**src/rtl/vs_inhibit_pkg.sv**
```systemverilog
`default_nettype none
// ============================================================================
// Module   : vs_inhibit_pkg
// Purpose  : Shared state encoding, counter width and helpers for inhibit_ctrl.
// Revision : 1.0
// ============================================================================
package vs_inhibit_pkg;

    localparam int CNT_W = 8;

    typedef enum logic [1:0] {
        IDLE     = 2'b00,
        DEBOUNCE = 2'b01,
        ON       = 2'b10,
        HOLDOFF  = 2'b11
    } inhibit_state_t;

    // Counters stick at all-ones instead of wrapping.
    function automatic logic [CNT_W-1:0] sat_inc(input logic [CNT_W-1:0] v);
        return (v == {CNT_W{1'b1}}) ? v : v + 1'b1;
    endfunction

endpackage
`default_nettype wire

```
**src/rtl/sync_ff2.sv**
```systemverilog
`default_nettype none
// ============================================================================
// Module   : sync_ff2
// Purpose  : Two-flop synchronizer for a single asynchronous level.
// Revision : 1.0
// ============================================================================
module sync_ff2 (
    input  logic clk,
    input  logic reset_l,
    input  logic d,
    output logic q
);

    logic r_meta;
    logic r_sync;

    always_ff @(posedge clk or negedge reset_l) begin
        if (!reset_l) begin
            r_meta <= 1'b0;
            r_sync <= 1'b0;
        end else begin
            r_meta <= d;
            r_sync <= r_meta;
        end
    end

    assign q = r_sync;

endmodule
`default_nettype wire

```
**src/rtl/inhibit_ctrl.sv**
```systemverilog
`default_nettype none
// ============================================================================
// Module   : inhibit_ctrl
// Purpose  : Debounced enable window with max-on timeout and forced holdoff.
//            Define INHIBIT_CTRL_SYNC_EN to synchronize req through sync_ff2.
// Revision : 1.0
// ============================================================================
module inhibit_ctrl
    import vs_inhibit_pkg::*;
#(
    parameter int DEBOUNCE_CYCLES = 4,
    parameter int HOLDOFF_CYCLES  = 8,
    parameter int MAX_ON_CYCLES   = 0
) (
    input  logic       clk,
    input  logic       reset_l,
    input  logic       req,
    input  logic       force_inhibit,
    output logic       enable_l,
    output logic [1:0] state,
    output logic       timeout
);

    localparam logic [1:0] ST_IDLE     = 2'(IDLE);
    localparam logic [1:0] ST_DEBOUNCE = 2'(DEBOUNCE);
    localparam logic [1:0] ST_ON       = 2'(ON);
    localparam logic [1:0] ST_HOLDOFF  = 2'(HOLDOFF);

    localparam logic [CNT_W-1:0] c_deb    = CNT_W'(DEBOUNCE_CYCLES);
    localparam logic [CNT_W-1:0] c_hold   = CNT_W'(HOLDOFF_CYCLES);
    localparam logic [CNT_W-1:0] c_max_on = CNT_W'(MAX_ON_CYCLES);
    localparam logic             c_max_en = (MAX_ON_CYCLES != 0);
    localparam logic [CNT_W-1:0] c_one    = CNT_W'(1);

    logic             w_req_s;
    logic [1:0]       r_state;
    logic [1:0]       w_state_nx;
    logic [CNT_W-1:0] r_cnt;
    logic [CNT_W-1:0] w_cnt_nx;
    logic             r_enable_l;
    logic             r_timeout;
    logic             w_timeout_nx;

`ifdef INHIBIT_CTRL_SYNC_EN
    sync_ff2 u_sync (
        .clk     (clk),
        .reset_l (reset_l),
        .d       (req),
        .q       (w_req_s)
    );
`else
    assign w_req_s = req;
`endif

    // force_inhibit is tested first in every state so it wins over req_s.
    always_comb begin
        w_state_nx   = r_state;
        w_cnt_nx     = r_cnt;
        w_timeout_nx = 1'b0;
        case (r_state)
            ST_IDLE: begin
                if (force_inhibit) begin
                    w_cnt_nx = '0;
                end else if (w_req_s) begin
                    w_state_nx = ST_DEBOUNCE;
                    w_cnt_nx   = c_one;
                end
            end
            ST_DEBOUNCE: begin
                if (force_inhibit || !w_req_s) begin
                    w_state_nx = ST_IDLE;
                    w_cnt_nx   = '0;
                end else if (r_cnt == c_deb) begin
                    w_state_nx = ST_ON;
                    w_cnt_nx   = c_one;
                end else begin
                    w_cnt_nx = sat_inc(r_cnt);
                end
            end
            ST_ON: begin
                if (force_inhibit || !w_req_s) begin
                    w_state_nx = ST_HOLDOFF;
                    w_cnt_nx   = c_one;
                end else if (c_max_en && (r_cnt == c_max_on)) begin
                    w_state_nx   = ST_HOLDOFF;
                    w_cnt_nx     = c_one;
                    w_timeout_nx = 1'b1;
                end else begin
                    w_cnt_nx = sat_inc(r_cnt);
                end
            end
            ST_HOLDOFF: begin
                if (force_inhibit) begin
                    w_cnt_nx = c_one;
                end else if (r_cnt == c_hold) begin
                    w_state_nx = ST_IDLE;
                    w_cnt_nx   = '0;
                end else begin
                    w_cnt_nx = sat_inc(r_cnt);
                end
            end
            default: begin
                w_state_nx = ST_IDLE;
                w_cnt_nx   = '0;
            end
        endcase
    end

    // enable_l is decoded from the next state so it is a clean flop output.
    always_ff @(posedge clk or negedge reset_l) begin
        if (!reset_l) begin
            r_state    <= ST_IDLE;
            r_cnt      <= '0;
            r_enable_l <= 1'b1;
            r_timeout  <= 1'b0;
        end else begin
            r_state    <= w_state_nx;
            r_cnt      <= w_cnt_nx;
            r_enable_l <= (w_state_nx != ST_ON);
            r_timeout  <= w_timeout_nx;
        end
    end

    assign enable_l = r_enable_l;
    assign state    = r_state;
    assign timeout  = r_timeout;

endmodule
`default_nettype wire
```
**config.mk**
```make
export PLATFORM = sky130hd
export DESIGN_NAME = inhibit_ctrl
export DESIGN_NICKNAME = d
export VERILOG_FILES = /design/src/rtl/vs_inhibit_pkg.sv /design/src/rtl/sync_ff2.sv /design/src/rtl/inhibit_ctrl.sv
export SDC_FILE = /design/constraint.sdc
export NUM_CORES = 1
export LEC_CHECK = 0
export ABC_AREA = 1
export CAP_MARGIN = 0
export CORE_MARGIN = 2
export CORE_UTILIZATION = 50
export DETAILED_ROUTE_END_ITERATION = 6
export GPL_TIMING_DRIVEN = 0
export PLACE_DENSITY = 0.72
export SYNTH_ARGS = -nofsm -noshare
export SYNTH_HDL_FRONTEND = slang
export SYNTH_SLANG_ARGS = --single-unit
```
**constraint.sdc**
```tcl
create_clock -name clk -period 3 [get_ports clk]
set_clock_uncertainty 0.1 [all_clocks]
set_input_delay 0.6 -clock clk [delete_from_list [all_inputs] [get_ports clk]]
set_output_delay 0.6 -clock clk [all_outputs]
set_load 0.1 [all_outputs]
```
# Yosys cells after proc, flatten, opt, wreduce, memory -nomap -nowiden
# Index checks and enable logic that the tools add are counted.
# word_totals
regBits	11
in_bits	4
word_cells	32
# classes
n_addsub	1
n_eq_ne	8
n_mux	17
n_reduce_logical	3
# op_table
op	n
$mux W8	8
$pmux W8 S4	1
$mux W2	7
$add A8 B1 Y8 const B	1
$eq A8 B3 Y1 const B	1
$eq A8 B4 Y1 const B	1
$eq A8 B8 Y1 const B	1
$pmux W2 S4	1
$eq A2 B2 Y1 const B	2
$ne A3 B3 Y1 const B	1
$eq A2 B1 Y1 const B	1
$logic_not A2 Y1	1
$ne A2 B2 Y1 const B	1
$logic_not A1 Y1	1
$logic_or A1 B1 Y1	1

# Depth between registers and ports, before layout
# logic_depth
word_depth	5
mapped_depth	9

# Worst setup path before layout
# OpenSTA, ideal clock, no wires.
# synth_timing
kind	reg2reg
from	register r_state[1], in the netlist state[1]
to	register r_state[0], in the netlist state[0]
setup_ps	124
t_arrival_ps	1656
slack_ps	1119
stages_incl_launch_ff	7
path_buffers	0
period_less_slack_ps	1881
path_cell_list	dfrtp_1 inv_1 nand3_1 clkinv_1 nand2_1 nor3b_2 nand2_1
# synth_via
elab_chain_cells	2
# synth_rtl
item	line_no	rtl
start: declaration	inhibit_ctrl.sv:36	logic [1:0] r_state;
start signal: assignment	inhibit_ctrl.sv:117	r_state <= w_state_nx;
$eq A2 B2 Y1, or another cell as far along	inhibit_ctrl.sv:60	case (r_state)
$pmux W2 S4 *	inhibit_ctrl.sv:60	
via w_state_nx[0]	inhibit_ctrl.sv:37	logic [1:0] w_state_nx;
# The timed path passes the listed nets; every way through them passes the cells marked *.
# A chain may end at the register's enable or synchronous reset.

# Worst setup path after layout
# layout_timing
from	register r_enable_l, in the netlist enable_l
to	output port enable_l
# layout_rtl
item	line_no	rtl
start: declaration	inhibit_ctrl.sv:40	logic r_enable_l;
start signal: assignment	inhibit_ctrl.sv:119	r_enable_l <= (w_state_nx != ST_ON);
end: declaration	inhibit_ctrl.sv:19	output logic enable_l,
# No word-level cell between the ends.

==> results.yml <==
run_status:
  status: "complete, no violations"
detailed_routing:
  viasPerCell: 4.986
  wire_per_inst_um: 11.13
  num_vias: 698
  drcViolationCount: 0
  drtAntennaViolNets: 0
  drt-total-wl_um: 1558
  first_pass_iters: 4
  dr.first_iter.drc_count: 7
yosys:
  synthSimpleGateAreaFrac: 0.4475
  ys_ff_latch: 11
  synthAdderAreaFrac: 0.03185
  synth_top_family_by_area: "simple AND/OR/NAND/NOR gates"
  synth_compound_area_frac: 0.04936
  synth.net_count: 120
  yosysWarnings: 0
  ys_seq_area_frac: 0.3519
  avgSynthCellArea_um2: 6.893
  synth_edf_count: 0
  ys_async_sr_fraction: 1.000
  netlist_instances: 114
  synth_xor_area_frac: 0.03344
  synth_mux_area_frac: 0
  synthFlopType: "dfrtp_1"
  netlist_area_um2: 785.8
  ys_types: 26
final_layout:
  syn_to_final_growth_pct: 13.54
  drive_above_1_share: 0.1371
  final_nets: 131
  diodes: 0
  n_fill_cell: 152
  utilization: 0.5992
setup_path:
  worst-path-stages: 1
  cp_max_fo: 1
  crit_family: "buffers and inverters"
  critPathKind: "flip-flop to primary output"
  cp_slowest_cell: "clkdlybuf4s50_1"
  reg2reg_depth: 8
  cp-end-kind: "primary output"
  arrival_ns: 1.90
  timing.critical_path.cells: "clkdlybuf4s50_1"
  worstPathRequired_ns: 2.30
  worst-path-buf-inv: 1
  max_stage_delay_ns: 1.12
  critPathLaunchType: "flip-flop"
floorplanning:
  core.rowCount: 14
  core_um2: 1489
  start_util: 0.5277
  io_pins: 8
  die_w_um: 43.64
  dieArea_um2: 1904
  die_h_um: 43.64
clock_tree:
  cts_buffer_depth: 2
  tritoncts: "yes"
  clock_latency_ns: 0.26
  cts.sinks: 11
  ctsHoldBuffers: 0
  htree_levels: 1
  cts_resized: 0
  cts_setup_buffers: 0
  root_buffer: "clkbuf_4"
  cts_made_buffers: 3
  clk_pin_slew_worst_paths_ns: 0.07
sta:
  fmax_mhz: 384.5
  final.min_clock_period_ns: 2.601
  slew_viol_final: 0
  tns_ns: 0
  worstMarginPinSlew_ns: 0.9609
  grt_setup_unrepaired: "false"
  slew_headroom: 0.3574
  hold_viol: 0
  setup-violations-final: 0
  final.period_utilization: 0.8669
power:
  leakagePower_nw: 0.4675
  powerDensity_nw_per_um2: 768.8
  peakVddDrop_mv: 0.5547
job:
  maxCapViolCount: 0
hold_path:
  hold_depth: 2
  hold_class: "flip-flop to flip-flop"
place:
  place_congestion: 0.8238
  dp_hpwl_um: 1197
  numPortBuffers: 6
global_route:
  grt_pass1_vias: 651
  grt_overflow: 0
  grt_use_total: 0.1921
  antenna_found_initial: 0
  grt_pass1_wl_um: 2773
  grt_max_degree: 12
[synthesized netlist by cell type (2+ instances only)]
| library cell | n | area share |
|---|---|---|
| nand2_1 | 44 | 0.21 |
| inv_1 | 13 | 0.062 |
| nor2_1 | 12 | 0.057 |
| dfrtp_1 | 10 | 0.32 |
| nand3_1 | 6 | 0.038 |
| nand4_1 | 3 | 0.024 |
| ha_1 | 2 | 0.032 |
| nand2_2 | 2 | 0.016 |
| nand3_2 | 2 | 0.025 |
| nor2_2 | 2 | 0.016 |
| o21ai_1 | 2 | 0.013 |
| xor2_1 | 2 | 0.022 |
[layout make-up]
type / count / area, um^2 / area share
timing repair buffer: 6 / 60.06 / 0.06732
inverter: 15 / 56.30 / 0.06311
buffer: 1 / 7.507 / 0.008415
tap: 16 / 20.02 / 0.02244
clock buffer: 4 / 26.28 / 0.02945
sequential: 11 / 276.5 / 0.3100
multi-input combinational: 87 / 445.4 / 0.4993
[cells by family (layout without fill, tap and decap cells)]
kind of cell	Yosys count	count (layout)
buffers and inverters	16	26
flip-flops	11	11
adder cells (fa/ha/maj)	2	2
AND/OR/NAND/NOR	75	75
XOR/XNOR	3	3
other	1	1
AO/OA/AOI/OAI	6	6
[through the flow]
step	cells	cell area (um^2)	setup WS (ns)	power (mW)	hold WS, ns
finish	140	892.1	0.3993	0.6859	0.4382
detailed placement	136	865.8	0.6860	0.5884	0.4333
floorplan	114	785.8	1.119	0.5088	0.2044
global placement	136	865.8	0.6878	0.5817	0.4172
global route	140	892.1	0.3789	0.7384	0.4914
CTS	140	892.1	0.3870	0.6946	0.4493
[layer usage]
metal | routed length [um] | global-route usage
met1 | 793 | 0.2782
met2 | 712 | 0.2824
met3 | 43 | 0.02500
met4 | 9 | 0.09091
met5 | 0 | 0
[sequential cells by signal, summed over array words and instances, names as in the netlist]
name      cells
enable_l      1
state         2
r_cnt         8
[power breakdown]
group | leakage (nW) | internal, mW | total (mW) | switching [mW]
Combinational | 0.315 | 0.106 | 0.354 | 0.247
Clock | 0.0150 | 0.0514 | 0.103 | 0.0516
Sequential | 0.138 | 0.186 | 0.229 | 0.0431
Total | 0.468 | 0.344 | 0.686 | 0.342
[cell usage in the layout, fill, tap and decap left out, types with 2 or more instances in the layout]
master | Yosys | layout
dfrtp_1 | 10 | 10
o21ai_1 | 2 | 2
xor2_1 | 2 | 2
nand3_1 | 6 | 6
nand3_2 | 2 | 2
inv_1 | 13 | 13
ha_1 | 2 | 2
nor2_1 | 12 | 12
nand2_2 | 2 | 2
nand2_1 | 44 | 44
nor2_2 | 2 | 2
clkbuf_4 | 0 | 3
clkdlybuf4s50_1 | 0 | 6
nand4_1 | 3 | 3
[worst paths after layout]
kind	start	end	slack [ns]
setup reg to reg	r_cnt[0]$_DFFE_PN0P_	r_cnt[1]$_DFFE_PN0P_	1.42
hold / removal	r_cnt[6]$_DFFE_PN0P_	r_cnt[6]$_DFFE_PN0P_	0.44
max in group asynchronous	reset_l	enable_l$_DFF_PN1_	1.87
hold reg to reg	r_cnt[6]$_DFFE_PN0P_	r_cnt[6]$_DFFE_PN0P_	0.44
min in group asynchronous	reset_l	r_cnt[1]$_DFFE_PN0P_	0.57
setup / recovery	enable_l$_DFF_PN1_	enable_l	0.40
Note: power is estimated with default switching activity, not from simulation.
==> patch 1: new RTL, same settings <==
Make the reset (`reset_l`) synchronous in one clocked block. Comments in the files are not updated.
--- a/src/rtl/inhibit_ctrl.sv
+++ b/src/rtl/inhibit_ctrl.sv
@@ -107,7 +107,7 @@
     end
 
     // enable_l is decoded from the next state so it is a clean flop output.
-    always_ff @(posedge clk or negedge reset_l) begin
+    always_ff @(posedge clk) begin
         if (!reset_l) begin
             r_state    <= ST_IDLE;
             r_cnt      <= '0;
Function: differs if reset_l is asserted again (counterexample within 4 cycles, from zero or initial values and one cycle with reset_l low); with reset_l held inactive, the same outputs for 10 cycles.
==> patch 1 against the original RTL <==
Global-route usage is 0.089 points higher; setup slack improved by 0.071 ns; area after synthesis is the same; sequential cell count unchanged; first-iteration DRC count rose to 3.1 times the old value; synthesized cell count rose by 7.0%; core utilization is the same; wire length rose by 0.26%; via count grew 9.7%; design area did not move.
Power is not compared: it rests on default switching activity, and its combinational part moved more than twofold at a synthesized area within 25%.
==> patch 1: results (changes against the original RTL) <==
Outcome
  • Outcome: finished, final reports clean (unchanged)

Min path
  • Worst Hold Path EP: r_cnt[1] (was r_cnt[6])
  • Hold path start: r_cnt[1] (was r_cnt[6])

Setup path
  • RR Endpoint: r_cnt[7] (was r_cnt[1])
  • Reg2Reg Depth: 9 (was 8)
  • Worst R2R Start: r_cnt[0] (unchanged)
  • Crit Path Max Fanout: 5 (was 1)
  • Worst Path Arrival: 1.83 ns (was 1.90 ns)
  • Slowest stage delay, CP: 1.16 ns (was 1.12 ns)

Global route
  • Met3 usage: 4.17% (was 2.50%)
  • Total GRT Usage: 19.3% (was 19.2%)
  • First-pass GRT wire length: 2.66 mm (was 2.77 mm)
  • Antenna violations before repair: 0 (unchanged)
  • Grt met2 use: 28.8% (was 28.2%)
  • M1 GR Usage: 25.4% (was 27.8%)
  • Vias in the first global route: 637 (was 651)
  • Pin count of the biggest net entering global routing: 10 (was 12)

Place
  • Routability cong.: 0.886 (was 0.824)
  • Buffers on Ports: 6 (unchanged)
  • Detailed placement HPWL: 1.19 mm (was 1.20 mm)

STA
  • Min Hold Slack: 0.412 ns (was 0.438 ns)
  • Worst slew margin: 34.7% (was 35.7%)

Logic synthesis
  • Ys flop type: dfxtp_1 (was dfrtp_1)
  • Synth top cells by count: nand2_1, inv_1, nor2_1 (unchanged)
  • Register area share after synthesis: 28.0% (was 35.2%)
  • Main area contributors after synthesis: dfxtp_1, nand2_1, inv_1 (was dfrtp_1, nand2_1, inv_1)
  • Syn Nets: 128 (was 120)
  • FFs w/ async S/R, synth: 0% (was 100%)

Pwr
  • Peak supply drop: ~0.27 mV
  • Leak: 0.388 nW

Final layout
  • Final net count: 139 (was 131)
  • Filler cells: 145 (was 152)
  • Layout cell share with drive strength beyond 1: 15.9% (was 13.7%)

Drt
  • Routed wl met3: 70 um (was 43 um)
  • 1st-iter DRT viols: 22 (was 7)
  • WL per Instance: 10.6 um (was 11.1 um)
  • Met1 Wirelength: 709 um (was 793 um)
  • DR WL met2: 738 um (was 712 um)
  • Vias: 766 (was 698)
  • Drt pass-1 iters: 4 (unchanged)
  • Highest routing layer actually used: met4 (unchanged)

CTS
  • Later-pin clock latency in the skew report: 0.28 ns (was 0.26 ns)
## patch 1: power breakdown
group | leakage [nW] | internal (W) | switching, W
Clock | 0.0150 | 0.0000517 | 0.0000587
Combinational | 0.284 | 0.0000111 | 0.0000243
Sequential | 0.0889 | 0.000147 | 0.00000197
## patch 1: worst max-delay path by stage
stage	from	to	slack, ns
floorplan	state[0]	r_cnt[6]	1.11
global route	state[1]	state[1]	0.42
CTS	state[1]	state[1]	0.46
detailed placement	state[1]	state[1]	0.77
finish	state[1]	state[1]	0.47
global placement	state[1]	state[1]	0.77
## patch 1: metrics by stage
step | std cells | power, W | setup slack (ns)
after CTS | 148 | 0.000298 | 0.457
after detailed placement | 144 | 0.000188 | 0.767
final | 148 | 0.000295 | 0.470
after floorplan | 122 | 0.000178 | 1.11
after global routing | 148 | 0.000306 | 0.416
after global placement | 144 | 0.000188 | 0.774
## patch 1: cell families (layout without fill, tap and decap cells)
family                     count (synthesis)  in the layout  synth area share, %
xor gates and xnor gates                   2              2                 2.23
AOI/OAI and AO/OA                         17             17                 11.6
buffers and inverters                     21             31                 10.5
adders and majority gates                  2              2                 3.18
DFF                                       11             11                 28.0
and+or+nand+nor                           68             68                 43.9
other                                      1              1                0.477
## patch 1: area by class of cell
class | count | area share (%)
Tap cell | 16 | 2.24
Multi-Input combinational cell | 90 | 54.1
Timing Repair Buffer | 6 | 6.73
Inverter | 20 | 8.42
Sequential cell | 11 | 24.7
Buffer | 1 | 0.842
Clock buffer | 4 | 2.95
## patch 1: worst min-delay path: cells and delay by family, from the launching register on
kind / cells / cell delay, ns
DFF: 1 / 0.34
and+or+nand+nor: 1 / 0.07
AOI/OAI and AO/OA: 1 / 0.06
==> patch 2: new RTL, same settings <==
Without the edit above. `CNT_W`: 8 -> 12.
--- a/src/rtl/vs_inhibit_pkg.sv
+++ b/src/rtl/vs_inhibit_pkg.sv
@@ -6,7 +6,7 @@
 // ============================================================================
 package vs_inhibit_pkg;
 
-    localparam int CNT_W = 8;
+    localparam int CNT_W = 12;
 
     typedef enum logic [1:0] {
         IDLE     = 2'b00,
Formal check against the unedited RTL: same outputs for any inputs over 10 cycles, from zero or initial values and one cycle with reset_l low; that may be too few to reach the edited logic, so the function may still have changed.
==> patch 2 against the original RTL <==
Wire length grew 51%; critical endpoint unchanged; setup slack lost 0.033 ns; register-to-register slack lost 0.15 ns; sequential share of layout area shrank 0.68 points; core utilization shrank 2.6 points; worst hold slack gained 0.013 ns; highest routed layer unchanged; critical path depth is the same; sequential cell count grew 4; area after synthesis grew 43%; power grew 29%; critical path type unchanged; clock power grew 17%; design area grew 39%; die area grew 38%.
==> patch 2: results (changes against the original RTL) <==
Place
  • Pre-CTS worst setup slack: 0.688 ns (was 0.686 ns)
  • Detailed placement HPWL: 1.75 mm (was 1.20 mm)
  • Routability cong.: 0.796 (was 0.824)
  • Placed insts: 198 (was 136)

Drt
  • DR WL met2: 1.11 mm (was 712 um)
  • WL per Instance: 11.6 um (was 11.1 um)
  • Drt pass-1 iters: 5 (was 4)
  • Vias per cell: 5.04 (was 4.99)
  • Met1 Wirelength: 1.12 mm (was 793 um)
  • 1st-iter DRT viols: 25 (was 7)
  • Routed wl met3: 59 um (was 43 um)
  • Vias: 1,018 (was 698)

Logic synthesis
  • Post-Synth Adder-Cell Area: 2.23% (was 3.18%)
  • Synth top cells by count: nand2_1, dfrtp_1, inv_1 (was nand2_1, inv_1, nor2_1)
  • Post-Synth XOR/XNOR Area: 3.91% (was 3.34%)
  • Compound-Gate Fraction of Synth Area: 4.58% (was 4.94%)
  • Main area contributors after synthesis: dfrtp_1, nand2_1, inv_1 (unchanged)
  • Synth cell types: 30 (was 26)
  • Ys Warns: 0 (unchanged)
  • Syn Nets: 170 (was 120)
  • Syn_area_per_cell: 6.83 um^2 (was 6.89 um^2)

CTS
  • Worst-path clk slew: 0.10 ns (was 0.07 ns)
  • Later-pin clock latency in the skew report: 0.29 ns (was 0.26 ns)

Global route
  • Pin count of the biggest net entering global routing: 16 (was 12)
  • Total GRT Usage: 21.8% (was 19.2%)
  • Vias in the first global route: 991 (was 651)
  • First-pass GRT wire length: 4.24 mm (was 2.77 mm)

Setup path
  • Crit Path Max Fanout: 1 (unchanged)
  • Worst setup path endpoint: enable_l (unchanged)
  • Slowest stage delay, CP: 1.12 ns (about the same)
  • R2r setup slk: 1.27 ns (was 1.42 ns)
  • Reg2Reg Depth: 8 (unchanged)
  • RR Endpoint: state[0] (was r_cnt[1])
  • Worst Path Arrival: 1.93 ns (was 1.90 ns)

Pwr
  • Sw frac: 52.2% (was 49.9%)
  • Peak supply drop: 0.630 mV (was 0.555 mV)
  • Leak: 0.649 nW (was 0.468 nW)

STA
  • Worst setup margin: 0.367 ns (was 0.399 ns)
  • Worst slew margin: 35.3% (was 35.7%)

Outcome
  • Outcome: finished, final reports clean (unchanged)

Final layout
  • Max reg flops: 12 (was 8)
  • Final net count: 181 (was 131)
  • Layout cell share with drive strength beyond 1: 14.4% (was 13.7%)
-- patch 2: changes by cell type after synthesis, moves of 2 or more --
cell	delta
nand2_1	+26
dfrtp_1	+4
nand3_1	+4
o21ai_0	+3
buf_6	+2
inv_2	+2
nand3_2	+2
nand4_1	+2
nor3_2	+2
o21ai_1	-2
xor2_1	+2
-- patch 2: final cells by class --
cell class                      instances  area [um^2]
Fill cell                             220          927
Clock buffer                            3         22.5
Inverter                               17         63.8
Multi-Input combinational cell        128          646
Timing Repair Buffer                    6         60.1
Tap cell                               28         35.0
Buffer                                  4         33.8
Sequential cell                        15          377
Clock inverter                          1         5.00
-- patch 2: power by group through the flow --
stage	clock network (W)	registers (W)	logic (W)
6_report	0.000121	0.000295	0.000466
5_1_grt	0.000135	0.000302	0.000515
4_1_cts	0.000122	0.000294	0.000468
3_5_place_dp	0	0.000298	0.000467
3_3_place_gp	0	0.000297	0.000456
2_1_floorplan	0	0.000438	0.000219
-- patch 2: routing by layer --
layer | vias up | global-route usage [%]
met2 | 18 | 36.8
met5 | - | 0
met3 | 7 | 2.63
li1 | 536 | -
met4 | 0 | 9.21
met1 | 457 | 28.0
-- patch 2: how the worst min path moves through the flow --
stage	start	end	slack, ns	depth (start not counted)
after floorplan	reset_l	r_cnt[0]	0.20	0
after global placement	r_cnt[11]	r_cnt[11]	0.42	2
after detailed placement	r_cnt[11]	r_cnt[11]	0.42	2
after CTS	r_cnt[11]	r_cnt[11]	0.45	2
after global routing	r_cnt[11]	r_cnt[11]	0.50	2
final	r_cnt[11]	r_cnt[11]	0.45	2
-- patch 2: stage by stage --
stage	total power, W	cell area, um^2
finish	0.000882	1240
global route	0.000952	1240
CTS	0.000885	1240
detailed placement	0.000764	1210
global placement	0.000753	1210
floorplan	0.000658	1120
